==> src/rtl/nco_ctrl_pkg.sv <==
// Shared types and constants for the NCO frequency-sweep sequencer.
// Holds the FSM states, config register map, control bit positions and reset values.
package nco_ctrl_pkg;

    typedef enum logic [1:0] {
        IDLE  = 2'd0,
        WR_LO = 2'd1,
        WR_HI = 2'd2,
        DWELL = 2'd3
    } sweepState_t;

    localparam logic [2:0] CFG_START_LO = 3'd0;
    localparam logic [2:0] CFG_START_HI = 3'd1;
    localparam logic [2:0] CFG_STOP_LO  = 3'd2;
    localparam logic [2:0] CFG_STOP_HI  = 3'd3;
    localparam logic [2:0] CFG_STEP_LO  = 3'd4;
    localparam logic [2:0] CFG_STEP_HI  = 3'd5;
    localparam logic [2:0] CFG_DWELL    = 3'd6;
    localparam logic [2:0] CFG_CTRL     = 3'd7;

    localparam int CTRL_MODE_LSB = 0;
    localparam int CTRL_DIR      = 2;
    localparam int CTRL_LOOP     = 3;

    localparam int NCO_LOAD_LO = 2;
    localparam int NCO_LOAD_HI = 3;

    localparam logic [15:0] RST_START_FCW = 16'h0008;
    localparam logic [15:0] RST_STOP_FCW  = 16'h0008;
    localparam logic [15:0] RST_STEP      = 16'h0001;
    localparam logic [7:0]  RST_DWELL     = 8'h00;
    localparam logic [7:0]  RST_CTRL      = 8'h00;

    function automatic logic [7:0] cfgResetValue(input logic [2:0] addr);
        case (addr)
            CFG_START_LO: cfgResetValue = RST_START_FCW[7:0];
            CFG_START_HI: cfgResetValue = RST_START_FCW[15:8];
            CFG_STOP_LO:  cfgResetValue = RST_STOP_FCW[7:0];
            CFG_STOP_HI:  cfgResetValue = RST_STOP_FCW[15:8];
            CFG_STEP_LO:  cfgResetValue = RST_STEP[7:0];
            CFG_STEP_HI:  cfgResetValue = RST_STEP[15:8];
            CFG_DWELL:    cfgResetValue = RST_DWELL;
            default:      cfgResetValue = RST_CTRL;
        endcase
    endfunction

endpackage

==> src/rtl/nco_sweep_cfg_regs.sv <==
// Eight byte-wide host config registers with address decode.
// cfgView shows a write in flight so a start in the same cycle captures it.
module nco_sweep_cfg_regs
    import nco_ctrl_pkg::*;
(
    input  logic        clk,
    input  logic        rst_n,
    input  logic        cfgValid,
    input  logic [2:0]  cfgAddr,
    input  logic [7:0]  cfgData,
    output logic [63:0] cfgView
);

    for (genvar gi = 0; gi < 8; gi++) begin : gReg
        logic [7:0] q;
        logic       wrHit;

        assign wrHit = cfgValid && (cfgAddr == 3'(gi));

        always_ff @(posedge clk or negedge rst_n) begin
            if (!rst_n) begin
                q <= cfgResetValue(3'(gi));
            end else if (wrHit) begin
                q <= cfgData;
            end
        end

        assign cfgView[gi*8 +: 8] = wrHit ? cfgData : q;
    end

endmodule

==> src/rtl/nco_sweep_ctrl.sv <==
// Frequency-sweep sequencer: loads each FCW into the NCO as lo/hi byte writes,
// dwells for dwell+1 enabled samples, then steps toward stop, loops or finishes.
module nco_sweep_ctrl
    import nco_ctrl_pkg::*;
(
    input  logic       clk,
    input  logic       rst_n,
    input  logic       enable,
    input  logic       cfgValid,
    input  logic [2:0] cfgAddr,
    input  logic [7:0] cfgData,
    input  logic       start,
    input  logic       abort,
    output logic [7:0] ncoDataIn,
    output logic [7:0] ncoCtrlIn,
    output logic       busy,
    output logic       done
);

    logic [63:0] cfgView;
    logic        unusedCtrlBits;

    nco_sweep_cfg_regs uCfgRegs (
        .clk      (clk),
        .rst_n    (rst_n),
        .cfgValid (cfgValid),
        .cfgAddr  (cfgAddr),
        .cfgData  (cfgData),
        .cfgView  (cfgView)
    );

    assign unusedCtrlBits = ^cfgView[63:60];

    sweepState_t stateReg, stateNext;
    logic [15:0] curReg, curNext;
    logic [7:0]  dwellCntReg, dwellCntNext;
    logic        doneReg, doneNext;
    logic        capture;

    // Working copies so host writes during a sweep only affect the next start
    logic [15:0] startWReg, stopWReg, stepWReg;
    logic [7:0]  dwellWReg;
    logic        dirReg, loopReg;
    logic [1:0]  modeReg;

    logic [16:0] upSum, dnDiff, nextFcw;
    logic        finish;

    assign upSum   = {1'b0, curReg} + {1'b0, stepWReg};
    assign dnDiff  = {1'b0, curReg} - {1'b0, stepWReg};
    assign nextFcw = dirReg ? dnDiff : upSum;
    assign finish  = (stepWReg == 16'h0000) ||
                     (dirReg ? (dnDiff[16] || (dnDiff[15:0] < stopWReg))
                             : (upSum[16]  || (upSum[15:0]  > stopWReg)));

    always_ff @(posedge clk or negedge rst_n) begin
        if (!rst_n) begin
            stateReg    <= IDLE;
            curReg      <= 16'h0000;
            dwellCntReg <= 8'h00;
            doneReg     <= 1'b0;
        end else begin
            stateReg    <= stateNext;
            curReg      <= curNext;
            dwellCntReg <= dwellCntNext;
            doneReg     <= doneNext;
        end
    end

    always_ff @(posedge clk or negedge rst_n) begin
        if (!rst_n) begin
            startWReg <= RST_START_FCW;
            stopWReg  <= RST_STOP_FCW;
            stepWReg  <= RST_STEP;
            dwellWReg <= RST_DWELL;
            dirReg    <= 1'b0;
            loopReg   <= 1'b0;
            modeReg   <= 2'b00;
        end else if (capture) begin
            startWReg <= cfgView[15:0];
            stopWReg  <= cfgView[31:16];
            stepWReg  <= cfgView[47:32];
            dwellWReg <= cfgView[55:48];
            dirReg    <= cfgView[56 + CTRL_DIR];
            loopReg   <= cfgView[56 + CTRL_LOOP];
            modeReg   <= cfgView[56 + CTRL_MODE_LSB +: 2];
        end
    end

    always_comb begin
        stateNext    = stateReg;
        curNext      = curReg;
        dwellCntNext = dwellCntReg;
        doneNext     = 1'b0;
        capture      = 1'b0;
        if (abort) begin
            stateNext = IDLE;
        end else begin
            case (stateReg)
                IDLE: begin
                    if (start) begin
                        capture   = 1'b1;
                        curNext   = cfgView[15:0];
                        stateNext = WR_LO;
                    end
                end
                WR_LO: begin
                    if (enable) stateNext = WR_HI;
                end
                WR_HI: begin
                    if (enable) begin
                        dwellCntNext = dwellWReg;
                        stateNext    = DWELL;
                    end
                end
                DWELL: begin
                    if (enable) begin
                        if (dwellCntReg != 8'h00) begin
                            dwellCntNext = dwellCntReg - 8'h01;
                        end else if (!finish) begin
                            curNext   = nextFcw[15:0];
                            stateNext = WR_LO;
                        end else if (loopReg) begin
                            curNext   = startWReg;
                            stateNext = WR_LO;
                        end else begin
                            stateNext = IDLE;
                            doneNext  = 1'b1;
                        end
                    end
                end
                default: stateNext = IDLE;
            endcase
        end
    end

    always_comb begin
        ncoDataIn = 8'h00;
        ncoCtrlIn = 8'h00;
        case (stateReg)
            WR_LO: begin
                ncoDataIn              = curReg[7:0];
                ncoCtrlIn              = {6'b0, modeReg};
                ncoCtrlIn[NCO_LOAD_LO] = 1'b1;
            end
            WR_HI: begin
                ncoDataIn              = curReg[15:8];
                ncoCtrlIn              = {6'b0, modeReg};
                ncoCtrlIn[NCO_LOAD_HI] = 1'b1;
            end
            DWELL:   ncoCtrlIn = {6'b0, modeReg};
            default: ;
        endcase
    end

    assign busy = (stateReg != IDLE);
    assign done = doneReg;

endmodule
==> config.mk <==
export PLATFORM = sky130hd
export DESIGN_NAME = nco_sweep_ctrl
export DESIGN_NICKNAME = d
export VERILOG_FILES = /design/src/rtl/nco_ctrl_pkg.sv /design/src/rtl/nco_sweep_cfg_regs.sv /design/src/rtl/nco_sweep_ctrl.sv
export SDC_FILE = /design/constraint.sdc
export NUM_CORES = 1
export LEC_CHECK = 0
export CAP_MARGIN = 40
export CELL_PAD_IN_SITES_DETAIL_PLACEMENT = 0
export CELL_PAD_IN_SITES_GLOBAL_PLACEMENT = 1
export CORE_MARGIN = 2
export CORE_UTILIZATION = 45
export CTS_CLUSTER_SIZE = 28
export DETAILED_ROUTE_END_ITERATION = 12
export PLACE_DENSITY_LB_ADDON = 0.1
export SLEW_MARGIN = 20
export SYNTH_ARGS = -nofsm -noshare
export SYNTH_HDL_FRONTEND = slang
export SYNTH_HIERARCHICAL = 1
export SYNTH_SLANG_ARGS = --single-unit
export TNS_END_PERCENT = 1
==> constraint.sdc <==
create_clock -name clk -period 4.5 [get_ports clk]
set_input_delay 0.675 -clock clk [delete_from_list [all_inputs] [get_ports clk]]
set_output_delay 0.675 -clock clk [all_outputs]
set_load 0.1 [all_outputs]
==> metrics <==
unrepaired setup endpoints after global routing=true; Post-Place Setup Slack=-571.2 ps; Longest Clk Path Bufs=2; cts hold-fix bufs=0; CTS tree=yes; P&R area growth vs syn=25.32%; outcome=complete, but fails checks; syn avg cell area=10.95 um2; Rel. slew slack=0.4968; final core occ=0.5786; layout cells sized above 1=0.3437; hpwl dp=19.33 mm; Worst setup EP type=register; CTS Sinks=147; Least-Margin Pin Slew=750.8 ps; type of origin of the critical path=register; final hold violations=0; Worst R2R Path Depth=25; initial core utilization=0.4617; CP required=4850 ps; Slew Limit Fails=0; final period utilization=1.046; crit-path leading delay family=compound AO/OA/AOI/OAI gates; CTS root buf=clkbuf_16; clock skew=20.98 ps; Die Height=146 um; antenna cell count=0; row cnt=51; Total Routing Usage GR=0.2534; CTS Buf Count=17; TNS Setup=-2286 ps; DR pass1 iterations=5; first-pass GRT wire length=41.46 mm; f_max=0.2125 GHz; Ports=35; Port Buffers=30; vias per inst=5.606; Core Area=0.01965 mm2; mapped cell area=0.009074 mm2; Final setup viols=17; fin worst setup slack=-206.9 ps; Critical R2R Launch=stepWReg[0]; initial antenna violation count=1; area of the multi-input gates=0.005075 mm2; Worst Hold Class=in -> async; H-tree depth=4; Ys Warns=6; Clk pin slew, worst setup/hold paths=70 ps; Max stage delay on crit path=550 ps; Max FO, Critical Path=5; largest net degree at the start of global routing=90; vias in the first global route=7208; post-route ant nets=0; Nets=1039; WL final=26.08 mm; WL per Instance=21.24 um; total gr overflow=0; DR iter-0 viols=366; max-cap violations=0; area of the die=0.02132 mm2; worst skew pair latency=430 ps; CP bufs+invs=6; Post-Synthesis Cells=829; fill cell count=1745; post-route minimum period=4707 ps; Seq. cell area=0.003689 mm2; Critical-path top delay cell=dfstp_2; Crit Path Class=reg -> reg; total number of vias=6884; failing checks=setup timing; R2R setup slack=-210 ps; GPL Wtd Cong=0.8945; Crit path arrival time=5050 ps; drc violations=0; r2r endpoint=curReg[6]; Die X=146 um
-- registers in the layout (all words and copies together) (netlist names) --
signal and flops:
dwellWReg 8, done 1, stepWReg 16, dwellCntReg 8
uCfgRegs/gReg.q 60, stopWReg 16, stateReg 2, loopReg 1
curReg 16, startWReg 16, modeReg 2, dirReg 1
-- per-stage QoR --
stage / hold slack (ps) / cell area [um2] / cells
floorplan: 379.4 / 9085 / 832
global placement: 474.1 / 10030 / 1162
detailed placement: 482.9 / 10270 / 1176
CTS: 328.1 / 11190 / 1222
global route: 21.35 / 11370 / 1228
finish: 28.09 / 11370 / 1228
-- timing repair --
action	in CTS	in global routing
pin swaps	20	20
cloned	3	0
gates resized for setup	29	26
setup endpoints to repair	18	18
setup buffers	11	5
-- routing by layer --
| layer | vias up | wire (um) | track usage |
|---|---|---|---|
| li1 | 3232 | - | - |
| met1 | 3489 | 12000 | 0.3477 |
| met2 | 134 | 12820 | 0.4259 |
| met3 | 29 | 829 | 0.03103 |
| met4 | 0 | 423 | 0.06748 |
| met5 | - | 0 | 0 |
-- area by class of cell --
cell class / count / area share
tap: 265 / 0.02916
inverter: 60 / 0.01981
clock inverter: 15 / 0.01761
sequential: 147 / 0.3244
timing repair buffer: 142 / 0.1253
multi-input combinational: 582 / 0.4463
clock buffer: 17 / 0.03741
-- cell usage in the layout (no fill, tap or decap), drive strengths merged, types with 8 or more instances in the layout --
master / count
xor2: 11
a211oi: 9
dfrtp: 141
clkdlybuf4s50: 27
inv: 65
o31ai: 9
mux2i: 15
nor2b: 17
a21oi: 43
nand2: 30
a22oi: 8
a21o: 11
xnor2: 19
clkbuf: 17
buf: 115
nand3: 16
o21a: 10
nor3: 11
o211ai: 11
o21ai: 21
ha: 70
nand4: 9
mux2: 124
nor4: 9
nor2: 40
clkinv: 9
-- worst max-delay path by stage --
| stage | startpoint | endpoint | slack (ps) | cells after the start |
|---|---|---|---|---|
| 6_report | stepWReg[0] | curReg[6] | -210 | 25 |
| 5_1_grt | stepWReg[0] | curReg[6] | -410 | 28 |
| 4_1_cts | stepWReg[0] | curReg[9] | -330 | 25 |
| 3_3_place_gp | curReg[0] | curReg[7] | -570 | 23 |
| 3_5_place_dp | stepWReg[0] | stateReg[0] | -570 | 23 |
| 2_1_floorplan | curReg[7] | curReg[7] | 180 | 19 |
Power is not shown: default switching activity piles up to over one toggle a cycle in this logic, so the estimate is an artifact.
